**src/rtl/fdau_rd_arbiter.sv**
```systemverilog
// Shares one frame-RAM read port between host reads and a frame streamer, one read in flight at a time.
// Latency: hgnt in the ISSUE cycle T, rd_addr from T+1, hvalid / svalid at T+RD_LAT+2; next grant no earlier than T+RD_LAT+2.
// Backpressure: the stream word register holds sdata/svalid until sready; host reads keep flowing while it is full.
module fdau_rd_arbiter #(
    parameter int FRAME_LEN = 260,
    parameter int RD_LAT    = 1
) (
    input  logic        clock,
    input  logic        reset,
    input  logic        frame_done,
    input  logic        stream_en,
    input  logic        hreq,
    input  logic [8:0]  haddr,
    output logic        hgnt,
    output logic        hvalid,
    output logic [15:0] hdata,
    output logic [15:0] sdata,
    output logic        svalid,
    input  logic        sready,
    output logic        s_busy,
    output logic        s_done,
    output logic        s_ovr,
    input  logic        ovr_clr,
    output logic [8:0]  rd_addr,
    input  logic [15:0] ram_q
);

    // Wait counter only needs to reach RD_LAT-1.
    localparam int             WCW       = (RD_LAT > 1) ? $clog2(RD_LAT) : 1;
    localparam logic [WCW-1:0] WCNT_LAST = WCW'((RD_LAT > 0) ? (RD_LAT - 1) : 0);
    localparam logic [8:0]     LAST_ADDR = 9'(FRAME_LEN - 1);

    typedef enum logic [1:0] {
        IDLE    = 2'd0,
        ISSUE   = 2'd1,
        WAIT    = 2'd2,
        CAPTURE = 2'd3
    } state_t;

    // Read-port state
    state_t         state_q;
    logic           owner_strm_q;   // 1: read in flight belongs to the streamer
    logic           prio_host_q;    // round-robin: host wins the next tie
    logic [WCW-1:0] wcnt_q;
    logic           hgnt_q;
    logic           hvalid_q;
    logic [15:0]    hdata_q;
    logic [8:0]     rd_addr_q;

    // Streamer state
    logic           s_busy_q;
    logic           svalid_q;
    logic           s_done_q;
    logic           s_ovr_q;
    logic [15:0]    sdata_q;
    logic [8:0]     s_addr_q;       // next stream word to fetch / word count

    // Arbitration terms
    logic           can_grant;
    logic           host_pend;
    logic           strm_pend;
    logic           gnt_host;
    logic           gnt_strm;
    logic           s_cap;
    logic           s_accept;

    // Request and grant decode; a requester whose read is still in flight is not pending again.
    always_comb begin
        can_grant = (state_q == IDLE) || (state_q == CAPTURE);
        host_pend = hreq && !((state_q != IDLE) && !owner_strm_q);
        strm_pend = s_busy_q && !svalid_q && !((state_q != IDLE) && owner_strm_q);
        gnt_host  = can_grant && host_pend && (!strm_pend || prio_host_q);
        gnt_strm  = can_grant && strm_pend && !gnt_host;
        s_cap     = (state_q == CAPTURE) && owner_strm_q;
        s_accept  = svalid_q && sready;
    end

    // Read-port FSM: grant, drive the RAM address, wait out RD_LAT, capture host data.
    always_ff @(posedge clock or posedge reset) begin
        if (reset) begin
            state_q      <= IDLE;
            owner_strm_q <= 1'b0;
            prio_host_q  <= 1'b1;
            wcnt_q       <= '0;
            hgnt_q       <= 1'b0;
            hvalid_q     <= 1'b0;
            hdata_q      <= '0;
            rd_addr_q    <= '0;
        end else begin
            hgnt_q   <= gnt_host;
            hvalid_q <= (state_q == CAPTURE) && !owner_strm_q;
            if (gnt_host || gnt_strm) begin
                owner_strm_q <= gnt_strm;
                prio_host_q  <= gnt_strm;
            end
            case (state_q)
                IDLE: begin
                    if (gnt_host || gnt_strm) begin
                        state_q <= ISSUE;
                    end
                end
                ISSUE: begin
                    // haddr is still held by the host in the grant cycle; s_addr cannot
                    // move while the stream register is empty.
                    rd_addr_q <= owner_strm_q ? s_addr_q : haddr;
                    wcnt_q    <= '0;
                    state_q   <= (RD_LAT == 0) ? CAPTURE : WAIT;
                end
                WAIT: begin
                    if (wcnt_q == WCNT_LAST) begin
                        state_q <= CAPTURE;
                    end else begin
                        wcnt_q <= wcnt_q + 1'b1;
                    end
                end
                CAPTURE: begin
                    if (!owner_strm_q) begin
                        hdata_q <= ram_q;
                    end
                    state_q <= (gnt_host || gnt_strm) ? ISSUE : IDLE;
                end
                default: state_q <= IDLE;
            endcase
        end
    end

    // Streamer: burst start on frame_done, word register load/unload, end-of-frame and overrun.
    always_ff @(posedge clock or posedge reset) begin
        if (reset) begin
            s_busy_q <= 1'b0;
            svalid_q <= 1'b0;
            s_done_q <= 1'b0;
            s_ovr_q  <= 1'b0;
            sdata_q  <= '0;
            s_addr_q <= '0;
        end else begin
            s_done_q <= 1'b0;
            if (s_cap) begin
                sdata_q  <= ram_q;
                svalid_q <= 1'b1;
            end else if (s_accept) begin
                svalid_q <= 1'b0;
                if (s_addr_q == LAST_ADDR) begin
                    s_busy_q <= 1'b0;
                    s_done_q <= 1'b1;
                end else begin
                    s_addr_q <= s_addr_q + 9'd1;
                end
            end
            // A frame_done seen while busy (even on the final acceptance) is an overrun
            // and never restarts the burst; stream_en only matters at burst start.
            if (frame_done && !s_busy_q && stream_en) begin
                s_busy_q <= 1'b1;
                s_addr_q <= '0;
            end
            if (frame_done && s_busy_q) begin
                s_ovr_q <= 1'b1;
            end else if (ovr_clr) begin
                s_ovr_q <= 1'b0;
            end
        end
    end

    assign hgnt    = hgnt_q;
    assign hvalid  = hvalid_q;
    assign hdata   = hdata_q;
    assign rd_addr = rd_addr_q;
    assign sdata   = sdata_q;
    assign svalid  = svalid_q;
    assign s_busy  = s_busy_q;
    assign s_done  = s_done_q;
    assign s_ovr   = s_ovr_q;

endmodule

```
**config.mk**
```make
export PLATFORM = sky130hd
export DESIGN_NAME = fdau_rd_arbiter
export DESIGN_NICKNAME = d
export VERILOG_FILES = /design/src/rtl/fdau_rd_arbiter.sv
export SDC_FILE = /design/constraint.sdc
export NUM_CORES = 1
export LEC_CHECK = 0
export ABC_CLOCK_PERIOD_IN_PS = 2600
export BUFFER_PORTS_ARGS = -buffer_cell sky130_fd_sc_hd__buf_2
export CORE_UTILIZATION = 45
export CTS_CLUSTER_DIAMETER = 120
export DETAILED_ROUTE_END_ITERATION = 16
export PLACE_DENSITY = 0.71
export SLEW_MARGIN = 20
export SYNTH_ARGS = -nofsm -noshare
export SYNTH_HDL_FRONTEND = slang
export SYNTH_SLANG_ARGS = --single-unit
```
**constraint.sdc**
```tcl
create_clock -name clock -period 2.6 [get_ports clock]
set_input_delay 0.39 -clock clock [delete_from_list [all_inputs] [get_ports clock]]
set_output_delay 0.39 -clock clock [all_outputs]
set_load 0.01 [all_outputs]
```
==> flow_summary.ini, run 1 <==
[run_status]
status = finished clean

[power]
powerDensity_mw_per_mm2 = 1216
pwr-share-clk_pct = 22.7
peakVddDrop_uv = 634.8
power_frac_comb_pct = 36.4
internal-power_w = 0.002548
pwr-share-seq_pct = 40.9
p_leak_nw = 1.656
p_sw_w = 0.001443
power.total_w = 0.003991
switching_share_pct = 36.15

[sta]
hold_viol = 0
fmax_mhz = 586.2
final.setup_skew_ns = 0.006961
setup-tns-final_ns = 0
setup_violations = 0
rsz0062_at_grt = no
fin_crit_sh_pct = 65.61
min_period_ns = 1.706
max_slew_margin_pct = 52.17
worstMarginPinSlew_ns = 0.7164
maxSlewViolCount = 0

[global_routing]
grt_first_pass_wirelength_microns = 8956
gr-total-overflow = 0
grt_pass1_vias = 1924
antenna_found_initial = 0
grt_usage_pct = 19.50
grt_max_degree = 36

[worst_setup_path]
critPathLaunchType = flop
cp_max_fo = 24
crit_type = reg -> reg
path_cells = ha_1, and2_4, a211oi_2, mux2i_1, nor2_1
crit_family = flip-flops
slowest_stage = dfrtp_1
cp-end-kind = flop
critPathRequiredTime_ns = 2.79
cp.arrival_ns = 1.90
crit_buf_inv = 0
cp_slowest_stage_delay_ns = 0.43

[final_layout]
layout-drive-gt1-share_pct = 37.23
diodes = 0
nNetsFinal = 356
synthToLayoutAreaGrowth_pct = 25.02

[routing]
drtIter0Drc = 114
num_vias = 1963
wirelength_microns = 5308
wl_per_cell_microns = 13.37
drc = 0
first_pass_iters = 4
viasPerCell = 4.945
detail-route-antenna-nets = 0

[clock_network]
cts_tree = yes
root_buffer = clkbuf_8
h-tree-depth = 3
clk_latency_ns = 0.34
post_cts_buffers = 0
clock_sinks = 60
cts_buffers = 9
cts_resized = 0
cts.clk_slew.worst_paths_ns = 0.07
clk_path_buf_depth = 2
ctsHoldBuffers = 0

[synthesis]
synth_cell_types = 32
syn_avg_cell_area_sq_um = 11.03
synth-seq-cells = 60
synthArstFlopShare_pct = 100.0
synthFlopType = dfrtp_1
synth_top_family_by_area = simple AND/OR/NAND/NOR gates
synth_nets = 274
synth_xor_area_share_pct = 2.002
yosys.area_share.adder_pct = 1.907
synth_cells = 238
synthMuxAreaShare_pct = 11.44
yosys.area_share.simple_pct = 19.11
synth_edf_count = 0
syn_area_sq_mm = 0.002625
yosysWarnings = 0
yosysSeqAreaShare_pct = 57.24
synth_compound_area_share_pct = 4.480

[die]
num_rows = 27
fp.dieW_microns = 78.38
core_sq_mm = 0.005574
initial_utilization_pct = 47.09
fp.dieH_microns = 78.38
boundaryPins = 79
dieArea_sq_mm = 0.006143

[min_path]
min_path_type = in -> async

[place]
numPortBuffers = 78
dpl.hpwl_microns = 3831
gp_congestion = 0.8156

[job]
cap_violations = 0
kinds of logic after synthesis:
group | after synthesis
DFF | 60
xor gates and xnor gates | 6
muxes | 28
buffers and inverters | 19
and+or+nand+nor | 101
AOI/OAI and AO/OA | 20
adders and majority gates | 4
power by group through the flow:
stage               clock [W]  sequential (W)  combinational (W)
floorplan                   0         0.00174           0.000858
global placement            0         0.00162            0.00144
detailed placement          0         0.00164            0.00147
CTS                  0.000934         0.00163            0.00147
global route         0.000982         0.00168            0.00163
finish               0.000907         0.00163            0.00145
cells in the final DEF, fill, tap and decap left out, drive strengths merged, types with 2 or more instances in the layout:
master,instances
nand2b,2
clkinv,2
clkbuf,10
nor2,24
nand2,54
bufinv,2
mux2i,12
buf,82
nand4,3
xnor2,6
nor4b,2
inv,8
nand3,3
dfrtp,59
clkinvlp,2
nor3,4
a21oi,12
mux2,16
o21ai,3
ha,4
nor4,5
metal layers:
layer | share of wire [%] | wire [microns] | vias to the layer above | GRT usage (%)
li1 | - | - | 961 | -
met2 | 45 | 2404 | 66 | 29.30
met1 | 46 | 2443 | 926 | 24.51
met4 | 1.8 | 93 | 0 | 8.889
met5 | 0 | 0 | - | 0
met3 | 6.9 | 367 | 10 | 8.023
path summary, 6_finish.rpt:
path	start	to	slack, ns	depth (start not counted)
max	state_q[0]	s_addr_q[1]	0.89	5
min	reset	hvalid	0.16	2
max reg2reg	state_q[0]	s_addr_q[1]	0.89	5
min reg2reg	sdata[5]	sdata[5]	0.47	2
max in group asynchronous	reset	hdata[7]	1.77	3
min in group clock	ram_q[10]	sdata[10]	0.25	3
registers in the layout, indices dropped and copies added (netlist names):
signal	cells
s_addr_q	9
hgnt	1
rd_addr	9
sdata	16
prio_host_q	1
s_busy	1
hvalid	1
state_q	2
svalid	1
owner_strm_q	1
hdata	16
s_ovr	1
s_done	1
stage by stage:
stage          setup WS (ns)  utilization (%)  instances  instance area (sq um)  hold slack [ns]
6_report              0.8942            58.88        397                   3282           0.1618
3_3_place_gp          0.9744            54.99        381                   3065           0.4525
5_1_grt               0.7748            58.88        397                   3282           0.2209
4_1_cts               0.8801            58.88        397                   3282           0.1825
3_5_place_dp          0.8921            54.99        381                   3065           0.4574
2_1_floorplan         0.7270                -        238                   2625           0.4765
area by class of cell:
cell class	count	area (sq um)
clock inverters	6	88.84
fillers	493	2292
well taps	72	90.09
multi-input cells	159	1022
inverters	8	30.03
clock buffers	10	127.6
repair buffers	82	420.4
flip-flops and latches	60	1503
synthesized netlist by cell type (all sizes together), types with 3 or more instances:
master  number  area, sq um
dfrtp       59         1476
xnor2        6        52.55
mux2        16        180.2
o21ai        3        15.01
nand2       54        202.7
nand3        3        15.01
nand4        3        18.77
mux2i       12        120.1
nor4         5        62.56
nor3         4        35.03
buf          9        62.55
a21oi       12        60.06
ha           4        50.05
inv          8        30.03
nor2        24        90.09
worst register-to-register path: stages, from the launching register on:
cell and delay, ns:
dfrtp_1 0.43, ha_1 0.26, and2_4 0.27, a211oi_2 0.32
mux2i_1 0.23, nor2_1 0.05
Power figures use the tool's default switching activity.
==> inputs of run 2 (changes only) <==
- ABC_CLOCK_PERIOD_IN_PS: 2600 -> 1500
- PLACE_DENSITY: 0.71 -> 0.74
- clock period: 2.6 -> 1.5 ns (I/O delays scaled with it)
==> run 2 against run 1 <==
Net effect: clock skew fell by 0.00054 ns; global-route usage rose by 1.4 points; final area rose by 7.4%; hold slack worse by 0.078 ns; combinational power rose by 110%; sequential share of layout area down 3.1 points; first-iteration DRC count is 42% lower; critical path depth grew 1; via count increased by 5.5%; count of clock-buffer cells in the layout stayed put; core utilization up 4.4 points; largest power group is now combinational logic.
==> flow_summary.ini, run 2 (synthesis results as in run 1) <==
[die]
num_rows = 27
initial_utilization_pct = 47.09
core_sq_mm = 0.005574
dieArea_sq_mm = 0.006143
boundaryPins = 79
fp.dieH_microns = 78.38
fp.dieW_microns = 78.38

[power]
p_leak_nw = 1.770
internal-power_w = 0.004562
power.total_w = 0.007239
switching_share_pct = 36.99
pwr-share-seq_pct = 37.8
peakVddDrop_uv = 1098
power_frac_comb_pct = 42.7
powerDensity_mw_per_mm2 = 2053
p_sw_w = 0.002678
pwr-share-clk_pct = 19.6

[clock_network]
root_buffer = clkbuf_8
clk_path_buf_depth = 2
cts.clk_slew.worst_paths_ns = 0.06
clock_sinks = 60
h-tree-depth = 3
clk_latency_ns = 0.34
cts_tree = yes
cts_buffers = 9

[global_routing]
antenna_found_initial = 0
gr-total-overflow = 0
grt_max_degree = 26
grt_pass1_vias = 2076
grt_first_pass_wirelength_microns = 9632
grt_usage_pct = 20.92

[routing]
drtIter0Drc = 66
wirelength_microns = 6003
viasPerCell = 4.964
first_pass_iters = 4
drc = 0
num_vias = 2070
detail-route-antenna-nets = 0
wl_per_cell_microns = 14.40

[worst_setup_path]
r2r_start = state_q[0]
crit_type = reg -> reg
critPathLaunchType = flop
worst-r2r-cell-count = 6
critPathRequiredTime_ns = 1.73
cp.arrival_ns = 1.71
endpoint = owner_strm_q
crit_start = state_q[0]
r2r-end = owner_strm_q
cp_max_fo = 3
cp-end-kind = flop
regToRegSetupSlack_ns = 0.02

[final_layout]
final_cell_mix = buf_2 (78), dfrtp_1 (58), nand2_1 (53)
layout_commonest_cell = buf_2
multi_input_area_sq_mm = 0.001097
diodes = 0
layout-drive-gt1-share_pct = 43.19
layout.core_utilization_pct = 63.25
final-seq-area_sq_mm = 0.001504
nNetsFinal = 377
fillers = 451
synthToLayoutAreaGrowth_pct = 34.32

[sta]
min_period_ns = 1.477
maxSlewViolCount = 0
final.setup_skew_ns = 0.006426
setup_violations = 0
worstMarginPinSlew_ns = 0.4411
rsz0062_at_grt = yes
max_slew_margin_pct = 70.53
hold_viol = 0
fin_crit_sh_pct = 98.46
fmax_mhz = 677.1

[place]
numPortBuffers = 78
gp_congestion = 0.8128
dpl.hpwl_microns = 4305

[min_path]
min_path_type = in -> reg

[run_status]
status = finished clean

[job]
cap_violations = 0
## run 2: through the flow
step	instances	area, sq um	hold slack, ns	setup slack (ns)	setup TNS [ns]
floorplan	238	2650	0.3214	0.004502	0
global placement	399	3261	0.2586	0.06678	0
detailed placement	399	3261	0.2625	0.01556	0
CTS	415	3461	0.07770	0.005003	0
global route	417	3526	0.08218	-0.06382	-0.1155
finish	417	3526	0.08363	0.02310	0
## run 2: metal layers
| metal | vias up | wire (microns) | global-route usage, % |
|---|---|---|---|
| li1 | 1002 | - | - |
| met2 | 57 | 3059 | 35.61 |
| met3 | 10 | 232 | 3.023 |
| met5 | - | 0 | 0 |
| met4 | 0 | 130 | 11.11 |
| met1 | 1001 | 2581 | 25.69 |
## run 2: worst min-delay path by stage
stage                     startpoint  endpoint  cells past startpoint
after floorplan              ovr_clr     s_ovr                      1
after global placement         reset     s_ovr                      2
after detailed placement       reset    s_busy                      2
after CTS                    ovr_clr     s_ovr                      2
after global routing         ovr_clr     s_ovr                      2
final                        ovr_clr     s_ovr                      2
## run 2: worst max-delay path, stage by stage (launching register included)
cell      delay [ns]
dfrtp_1         0.40
inv_2           0.06
ha_4            0.16
and4bb_1        0.22
nor4_4          0.32
buf_4           0.17
nor2_1          0.04
## run 2: timing repair
item / CTS / global route
endpoints found under the setup margin: 0 / 14
gates resized for setup: 0 / 11
setup buffers: 0 / 1
hold buffers: 1 / 0
endpoints found under the hold margin: 14 / 0
## run 2: final cells by class
| type | instances | area share, % |
|---|---|---|
| clock inverters | 5 | 1.490 |
| clock buffers | 10 | 3.903 |
| repair buffers | 102 | 17.32 |
| multi-input cells | 160 | 31.12 |
| inverters | 8 | 0.9581 |
| flip-flops and latches | 60 | 42.65 |
| well taps | 72 | 2.555 |
## run 2: power groups by stage
stage	sequential [W]	clock [W]	combinational, W
2_1_floorplan	0.00301	0	0.00151
3_3_place_gp	0.00270	0	0.00285
3_5_place_dp	0.00274	0	0.00294
4_1_cts	0.00272	0.00145	0.00296
5_1_grt	0.00282	0.00152	0.00339
6_report	0.00274	0.00142	0.00309
